## config.mk

```make
export PLATFORM = sky130hd
export DESIGN_NAME = sar_result_reader
export DESIGN_NICKNAME = d
export VERILOG_FILES = /design/src/rtl/sar_result_reader.sv
export SDC_FILE = /design/constraint.sdc
export NUM_CORES = 1
export LEC_CHECK = 0
export BUFFER_PORTS_ARGS = -buffer_cell sky130_fd_sc_hd__buf_4
export CAP_MARGIN = 20
export CORE_MARGIN = 2
export CORE_UTILIZATION = 50
export CTS_CLUSTER_SIZE = 20
export DETAILED_ROUTE_END_ITERATION = 12
export PLACE_DENSITY = 0.79
export SLEW_MARGIN = 20
export SYNTH_ARGS = -nofsm -noshare
export SYNTH_HDL_FRONTEND = slang
export SYNTH_SLANG_ARGS = --single-unit
export TNS_END_PERCENT = 50
```

## constraint.sdc

```tcl
create_clock -name clk -period 4.8 [get_ports clk]
set_clock_uncertainty 0.05 [all_clocks]
set_input_delay 0.96 -clock clk [delete_from_list [all_inputs] [get_ports clk]]
set_output_delay 0.96 -clock clk [all_outputs]
set_load 0.02 [all_outputs]
```

## src/rtl/sar_result_reader.sv

```systemverilog
// sar_result_reader
// Captures each completed SAR code on the rising edge of conv_done, buffers it
// in a small circular FIFO and ships it MSB-first as a framed serial word
// (SPI mode 0: sclk idles low, data changes on the falling edge).
//
// Ports:
//   clk        system clock, all logic on the rising edge
//   rst_n      asynchronous active-low reset
//   conv_done  conversion-complete level; a 0->1 transition marks a new code
//   code       SAR result, valid in the first cycle conv_done reads 1
//   clr_ovf    synchronous clear of overflow (a same-cycle drop wins)
//   cs_n       frame select, active low (registered)
//   sclk       serial clock, idle low (registered)
//   sdo        serial data, MSB first (registered)
//   fifo_count current FIFO occupancy
//   overflow   sticky flag: a code was dropped because the FIFO was full
module sar_result_reader #(
  parameter int WIDTH   = 12,
  parameter int DEPTH   = 4,
  parameter int CLK_DIV = 2
) (
  input  logic                     clk,
  input  logic                     rst_n,
  input  logic                     conv_done,
  input  logic [WIDTH-1:0]         code,
  input  logic                     clr_ovf,
  output logic                     cs_n,
  output logic                     sclk,
  output logic                     sdo,
  output logic [$clog2(DEPTH):0]   fifo_count,
  output logic                     overflow
);

  localparam int AW = $clog2(DEPTH);
  localparam int CW = AW + 1;
  localparam int DW = (CLK_DIV > 1) ? $clog2(CLK_DIV) : 1;
  localparam int BW = $clog2(WIDTH);

  typedef enum logic [1:0] {
    IDLE  = 2'd0,
    LOAD  = 2'd1,
    SHIFT = 2'd2,
    GAP   = 2'd3
  } state_t;

  logic             conv_done_q_r;
  logic             push_s;
  logic             pop_s;
  logic             full_s;
  logic             empty_s;
  logic             accept_s;
  logic             drop_s;
  logic [WIDTH-1:0] mem_r [DEPTH];
  logic [AW-1:0]    wr_ptr_r;
  logic [AW-1:0]    rd_ptr_r;
  logic [CW-1:0]    count_r;
  logic             overflow_r;

  state_t           state_r, state_nxt_s;
  logic [DW-1:0]    div_cnt_r, div_cnt_nxt_s;
  logic [BW-1:0]    bit_idx_r, bit_idx_nxt_s;
  logic             phase_r, phase_nxt_s;     // 0: sclk low half, 1: sclk high half
  logic [WIDTH-1:0] shift_r, shift_nxt_s;
  logic             cs_n_r, cs_n_nxt_s;
  logic             sclk_r, sclk_nxt_s;
  logic             sdo_r, sdo_nxt_s;

  assign push_s  = conv_done & ~conv_done_q_r;
  assign full_s  = (count_r == CW'(DEPTH));
  assign empty_s = (count_r == {CW{1'b0}});
  // A pop in the same cycle frees the head slot, so the push is taken even when full.
  assign accept_s = push_s & (~full_s | pop_s);
  assign drop_s   = push_s & full_s & ~pop_s;

  // Edge-detect history of conv_done.
  always_ff @(posedge clk or negedge rst_n) begin
    if (!rst_n) begin
      conv_done_q_r <= 1'b0;
    end else begin
      conv_done_q_r <= conv_done;
    end
  end

  // FIFO storage; contents need no reset because count_r gates every read.
  always_ff @(posedge clk) begin
    if (accept_s) begin
      mem_r[wr_ptr_r] <= code;
    end
  end

  // FIFO pointers, occupancy and sticky overflow (a drop beats clr_ovf).
  always_ff @(posedge clk or negedge rst_n) begin
    if (!rst_n) begin
      wr_ptr_r   <= {AW{1'b0}};
      rd_ptr_r   <= {AW{1'b0}};
      count_r    <= {CW{1'b0}};
      overflow_r <= 1'b0;
    end else begin
      if (accept_s) begin
        wr_ptr_r <= wr_ptr_r + AW'(1);
      end
      if (pop_s) begin
        rd_ptr_r <= rd_ptr_r + AW'(1);
      end
      case ({accept_s, pop_s})
        2'b10:   count_r <= count_r + CW'(1);
        2'b01:   count_r <= count_r - CW'(1);
        default: count_r <= count_r;
      endcase
      if (drop_s) begin
        overflow_r <= 1'b1;
      end else if (clr_ovf) begin
        overflow_r <= 1'b0;
      end
    end
  end

  // Transmitter next-state, datapath and output decode.
  always_comb begin
    state_nxt_s   = state_r;
    div_cnt_nxt_s = div_cnt_r;
    bit_idx_nxt_s = bit_idx_r;
    phase_nxt_s   = phase_r;
    shift_nxt_s   = shift_r;
    pop_s         = 1'b0;
    cs_n_nxt_s    = 1'b1;
    sclk_nxt_s    = 1'b0;
    sdo_nxt_s     = 1'b0;
    case (state_r)
      IDLE: begin
        if (!empty_s) begin
          pop_s       = 1'b1;
          shift_nxt_s = mem_r[rd_ptr_r];
          state_nxt_s = LOAD;
        end else begin
          state_nxt_s = IDLE;
        end
      end
      LOAD: begin
        cs_n_nxt_s    = 1'b0;
        sdo_nxt_s     = shift_r[WIDTH-1];
        state_nxt_s   = SHIFT;
        bit_idx_nxt_s = BW'(WIDTH - 1);
        phase_nxt_s   = 1'b0;
        div_cnt_nxt_s = {DW{1'b0}};
      end
      SHIFT: begin
        cs_n_nxt_s = 1'b0;
        sclk_nxt_s = phase_r;
        sdo_nxt_s  = shift_r[WIDTH-1];
        if (div_cnt_r == DW'(CLK_DIV - 1)) begin
          div_cnt_nxt_s = {DW{1'b0}};
          if (!phase_r) begin
            phase_nxt_s = 1'b1;
          end else if (bit_idx_r == {BW{1'b0}}) begin
            phase_nxt_s = 1'b0;
            state_nxt_s = GAP;
          end else begin
            // Shift on high->low so the next bit leaves together with sclk falling.
            phase_nxt_s   = 1'b0;
            bit_idx_nxt_s = bit_idx_r - BW'(1);
            shift_nxt_s   = {shift_r[WIDTH-2:0], 1'b0};
          end
        end else begin
          div_cnt_nxt_s = div_cnt_r + DW'(1);
        end
      end
      GAP: begin
        if (div_cnt_r == DW'(CLK_DIV - 1)) begin
          div_cnt_nxt_s = {DW{1'b0}};
          state_nxt_s   = IDLE;
        end else begin
          div_cnt_nxt_s = div_cnt_r + DW'(1);
        end
      end
      default: begin
        state_nxt_s = IDLE;
      end
    endcase
  end

  // Transmitter state and registered pin drivers.
  always_ff @(posedge clk or negedge rst_n) begin
    if (!rst_n) begin
      state_r   <= IDLE;
      div_cnt_r <= {DW{1'b0}};
      bit_idx_r <= {BW{1'b0}};
      phase_r   <= 1'b0;
      shift_r   <= {WIDTH{1'b0}};
      cs_n_r    <= 1'b1;
      sclk_r    <= 1'b0;
      sdo_r     <= 1'b0;
    end else begin
      state_r   <= state_nxt_s;
      div_cnt_r <= div_cnt_nxt_s;
      bit_idx_r <= bit_idx_nxt_s;
      phase_r   <= phase_nxt_s;
      shift_r   <= shift_nxt_s;
      cs_n_r    <= cs_n_nxt_s;
      sclk_r    <= sclk_nxt_s;
      sdo_r     <= sdo_nxt_s;
    end
  end

  assign cs_n       = cs_n_r;
  assign sclk       = sclk_r;
  assign sdo        = sdo_r;
  assign fifo_count = count_r;
  assign overflow   = overflow_r;

endmodule

```

# Word-level counts from Yosys, hierarchy flattened
# Memories as Yosys holds them, arrays and structs flattened.
# Index checks and enable logic that the tools add are counted.
# op_classes
mux	30
addsub	6
eq_ne	12
bitwise_logic	8
reduce_logical	14
# op_table
op	count
$mux W12	4
$pmux W12 S2	1
$mux W1	13
$mux W4	3
$ne A2 B2 Y1 const B	6
$reduce_bool A2 Y1	5
$mux W2	4
$pmux W2 S4	1
$pmux W4 S2	1
$reduce_and A4 Y1	2
$eq A2 B2 Y1 const B	3
$pmux W3 S2	1
$reduce_and A5 Y1	1
$add A2 B1 Y2 const B	2
$and A1 B1 Y1	4
$eq A2 B1 Y1 const B	2
$logic_not A4 Y1	1
$pmux W1 S2	2
$reduce_or A2 Y1	2
$sub A4 B1 Y4 const B	1
$add A3 B1 Y3 const B	1
$eq A3 B3 Y1 const B	1
$logic_not A3 Y1	1
$not A1 Y1	3
other kinds (5)	5
# totals
wordCells	84
in_bits	16
ramBits	48
output_inout_bits	7
regBits	32
n_memories	1
# memory_table
name	depth	word_bits	rd	rd_clocked_by_memory_dff	write_ports	line	text
mem_r	4	12	1	0	1	53	logic [WIDTH-1:0] mem_r [DEPTH];

# Depth between registers and ports, before layout
# logic_depth
ltp_word	7
ltp_mapped	11
ltp_nobuf	11

# Worst setup path before layout
# Ideal clock, no wire load.
# synth_path
path_type	register to register
startpoint	register state_r[0]
endpoint	register count_r[2] (netlist: fifo_count[2])
path_stages_with_launch	12
setup_ns	0.080
synth_period_minus_slack_ns	2.470
arrival_time_ns	2.341
n_path_buf	0
t_required_ns	4.670
slack_ns	2.330
path_cell_list	dfrtp_1 inv_1 ha_1 or4b_1 nor3b_2 inv_1 ha_1 inv_1 fa_1 xor2_1 nor2_1 xor2_1
# synth_via
elab_chain_len	6
elab_cells_between_ends	8
classes_between	eq/ne: 2; mux: 2; bitwise: 2; reduce/logical: 2
# synth_lines
element	line	text
start, declared	59	state_t state_r, state_nxt_s;
start signal, assigned	194	state_r <= state_nxt_s;
$logic_not A2 Y1 (*)	129	case (state_r)
$mux W1 (*)	129	
$or A1 B1 Y1	72	assign accept_s = push_s & (~full_s | pop_s);
$and A1 B1 Y1	72	
$eq A2 B1 Y1 or $eq A2 B2 Y1 (tied branches)	105	case ({accept_s, pop_s})
$pmux W3 S2 or $reduce_bool A2 Y1 (tied branches)	--	
end signal, assigned	106	2'b10: count_r <= count_r + CW'(1);
end signal, assigned	107	2'b01: count_r <= count_r - CW'(1);
end signal, assigned	108	default: count_r <= count_r;
end, declared	56	logic [CW-1:0] count_r;
# Mark *: on every way between the ends. The rest lies on a longest branch, timed or not.
# A chain may end at the register's enable or synchronous reset.

# Final worst setup path
# layout_path
startpoint	register state_r[0]
endpoint	register shift_r[11]
# layout_via
elab_chain_len	3
elab_cells_between_ends	9
classes_between	eq/ne: 5; mux: 1; reduce/logical: 3
# layout_lines
element	line	text
$eq A2 B2 Y1 or $logic_not A2 Y1 (tied branches)	129	
$ne A2 B2 Y1 (no line) or $reduce_bool A2 Y1 (tied branches)	--	
$reduce_and A5 Y1 (no line)	--	
end signal, assigned	189	shift_r <= {WIDTH{1'b0}};
end signal, assigned	198	shift_r <= shift_nxt_s;
end, declared	63	logic [WIDTH-1:0] shift_r, shift_nxt_s;
# Several ways; a longest one is shown, not always the timed one.

==> results list <==
* Most used cells in the layout excluding fill and tap cells: edfxtp_1, dfrtp_1, buf_4, inv_1, a21oi_1
- In this run, post-CTS hold repair placed 0 buffers.
* Core area: 0.00672 mm^2
- At the worst endpoint, the arrival time is 3.11 ns.
* Largest stage delay on the critical path: 0.81 ns
- Cell at the root of the clock tree: clkbuf_8
- In this run, CTS created clock tree buffers numbering 9.
- Maximum Capacitance Violations: 0
- Total power for the finished layout comes to 2.48 mW.
- Net count of the mapped netlist: 266
- In this run the critical register-to-register path is launched from state_r[0]$_DFFE_PN0P_.
* Die outline area: 0.00751 mm^2
- Async set-or-reset flop fraction in the synthesized netlist: 40.0%
* Die width: 86.7 um
* Routed wire length per instance: 16.9 um
* Fin. Hold Viols: 0
- Overall track demand over capacity in global routing: 17.7%
- Leading cell type in the layout, fill and taps excluded: edfxtp_1
- The pre-antenna-repair detailed-routing pass consisted of 4 iterations.
* Layout cells sized above 1: 21.5%
- During synthesis, Yosys emitted a total of 0 warnings.
* Number of global-route vias before repair: 1,997
* Leak: 1.50 nW
- Clock sink count: 80
- Slowest library cell on the worst path: ha_1
* Max Fanout on Critical Path: 30
* Gates resized, CTS repair: 0
- Number of vias per cell after detailed routing: 5.71
- Detailed routing inserted a total of 1,970 vias.
- HPWL after detailed placement: 3640 um
- The most numerous cell type found on the critical path is inv_1.
* Required time reported for the critical path endpoint: 4.99 ns
* Worst-case hold slack: 0.444 ns
- Result of the run: completed
* Share of the yosys chip area belonging to registers: 65.7%
- After clock tree synthesis, the clock-pin slew on the worst setup and hold paths is 0.08 ns.
- H-Tree Depth: 3
* Kind of path behind the tightest hold check: reg -> reg
- R2R depth: 6
- Die span in y: 86.7 um
- Num rows: 30
* Post-CTS Setup Bufs: 0
* Sum of negative setup slack: 0 ns
- At the pin with the least slew margin, the transition time is 0.980 ns.
* Endpoint class of the critical path: flop
* Remaining max-slew budget at the tightest pin: 34.7%
* Post-synth EDFFs: 48
- Total I/O pin count: 23
- Buffers placed on the I/O ports in this run total 22.
- Start point of the worst min-delay path: conv_done_q_r$_DFF_PN0_
* RR Endpoint: shift_r[11]$_DFFE_PN0P_
- The signal on the critical path passes through inv_1 > ha_1 > inv_1 > o21bai_2 > nand2_1 > mux2_2.
- The worst path uses 60.7% of the clock period.
- IR analysis of the VDD net gives a maximum drop of 264 uV.
- Final min period: 2.91 ns
* CTS tree: yes
- In this run, synthesis produced a sequential element count of 80.
- After synthesis, the netlist uses 36 different library cells.
- Sink of the worst hold path: overflow$_DFFE_PN0P_
* Max-slew violations: 0
- Number of antenna-violating nets in the routed design: 0
* Depth of the worst hold-timing path: 1
* Number of buffers on the longest clock path: 2
- With fillers left out, the area of the finished cells amounts to 0.00386 mm^2.
* Starting utilization of the core area: 50.9%
- Clock latency on the worst-skew pair, taken at its later pin, is 0.35 ns.
* Remaining DRCs: 0
* Total number of nets in the final design: 288
- Setup violations, final: 0
- The worst setup path is launched from a flop.
- The placed instances occupy a cell area of 0.00362 mm^2.
- Maximum number of pins on one net before global-route repair: 33
- By startpoint and endpoint, the worst setup path is classified as reg -> reg.
* Gate count of the mapped netlist: 238
- Combined area of all synthesized cells: 0.00342 mm^2
* Layout overhead on the synthesized area: 12.9%
- At the placement stage, the worst setup path has a slack of 1.92 ns.
* Number of antenna violations at the first check in global routing: 0
* Max frequency: 343 MHz
* Worst Setup Slack, final: 1.89 ns
- A synthesized cell averages 14.4 um^2.
- RSZ-0062 raised after global routing: false
* First-pass GRT wire length: 9960 um
* Most common flop cell mapped by yosys: edfxtp_1
- Number of diodes: 0
* Total power density per cell area: 644 mW/mm^2
- At the end of routability-driven placement, the weighted congestion stood at 0.773.
* Routed wire length: 5820 um
- For this run the aggregate overflow at the end of global routing stands at 0.
* Slack of the worst reg-to-reg path: 1.89 ns
* DRC violation total after the first TritonRoute iteration: 147
## how the worst max path moves through the flow
stage                                           end              startpoint  slack (ns)  cells after the start
after floorplan           fifo_count[2]$_DFFE_PN0P_  state_r[0]$_DFFE_PN0P_        2.33                     11
after global placement      shift_r[11]$_DFFE_PN0P_  state_r[0]$_DFFE_PN0P_        2.06                      6
after detailed placement    shift_r[11]$_DFFE_PN0P_  state_r[0]$_DFFE_PN0P_        1.92                      6
after CTS                   shift_r[11]$_DFFE_PN0P_  state_r[0]$_DFFE_PN0P_        1.91                      6
after global routing        shift_r[11]$_DFFE_PN0P_  state_r[0]$_DFFE_PN0P_        1.59                      6
final                       shift_r[11]$_DFFE_PN0P_  state_r[0]$_DFFE_PN0P_        1.89                      6
## stage by stage
stage          cells  util (%)
5_1_grt          345      57.4
4_1_cts          345      57.4
3_5_place_dp     329      53.9
2_1_floorplan    238         -
3_3_place_gp     329      53.9
6_report         345      57.4
## layout make-up
type,count,area [um^2]
Multi-Input combinational cell,132,1050
Clock inverter,6,108
Timing Repair Buffer,23,173
Tap cell,80,100
Clock buffer,10,128
Fill cell,545,2860
Inverter,14,52.6
Sequential cell,80,2240
## cell families (layout without fill, tap and decap cells)
| group | after synthesis | in the layout | synth area share [%] |
|---|---|---|---|
| muxes | 27 | 27 | 8.90 |
| and+or+nand+nor | 39 | 39 | 6.19 |
| DFF | 80 | 80 | 65.7 |
| buffers and inverters | 26 | 53 | 3.59 |
| AOI/OAI and AO/OA | 46 | 46 | 9.01 |
| adders and majority gates | 12 | 12 | 4.61 |
| xor gates and xnor gates | 8 | 8 | 2.05 |
## power breakdown
part	internal, mW	leakage (nW)	switching, mW
registers	0.906	0.806	0.163
clock network	0.344	0.118	0.238
logic	0.382	0.580	0.451
total	1.63	1.50	0.852
## worst max-delay path, delay by kind of cell, from the launching register on
| family | cells | cell delay, ns |
|---|---|---|
| and+or+nand+nor | 1 | 0.12 |
| DFF | 1 | 0.42 |
| buffers and inverters | 2 | 0.36 |
| AOI/OAI and AO/OA | 1 | 0.74 |
| adders and majority gates | 1 | 0.81 |
| muxes | 1 | 0.30 |
## synthesized netlist by cell type (all sizes together) (5+ instances only)
| master | n | area [um^2] |
|---|---|---|
| mux2i | 12 | 120 |
| nand2 | 8 | 30.0 |
| and2 | 6 | 37.5 |
| mux2 | 14 | 161 |
| a221oi | 10 | 87.6 |
| nor3 | 13 | 65.1 |
| nor2 | 5 | 18.8 |
| dfrtp | 31 | 776 |
| a31oi | 12 | 75.1 |
| buf | 8 | 55.1 |
| edfxtp | 48 | 1440 |
| xnor2 | 5 | 43.8 |
| a21oi | 14 | 70.1 |
| ha | 11 | 138 |
| inv | 14 | 52.6 |
## flip-flops by register name, indices dropped and copies added (netlist names)
signal / cells
mem_r: 48
shift_r: 12
bit_idx_r: 4
fifo_count: 3
rd_ptr_r: 2
state_r: 2
wr_ptr_r: 2
conv_done_q_r: 1
cs_n: 1
div_cnt_r: 1
overflow: 1
phase_r: 1
sclk: 1
sdo: 1
## per-layer routing
layer	track usage, %	vias to the layer above	part of all wire, %
met5	0	-	0
met4	8.81	0	2.3
met3	4.76	15	3.7
met2	27.3	40	51
met1	23.3	983	43
li1	-	932	-
(Power assumes the default switching activity.)
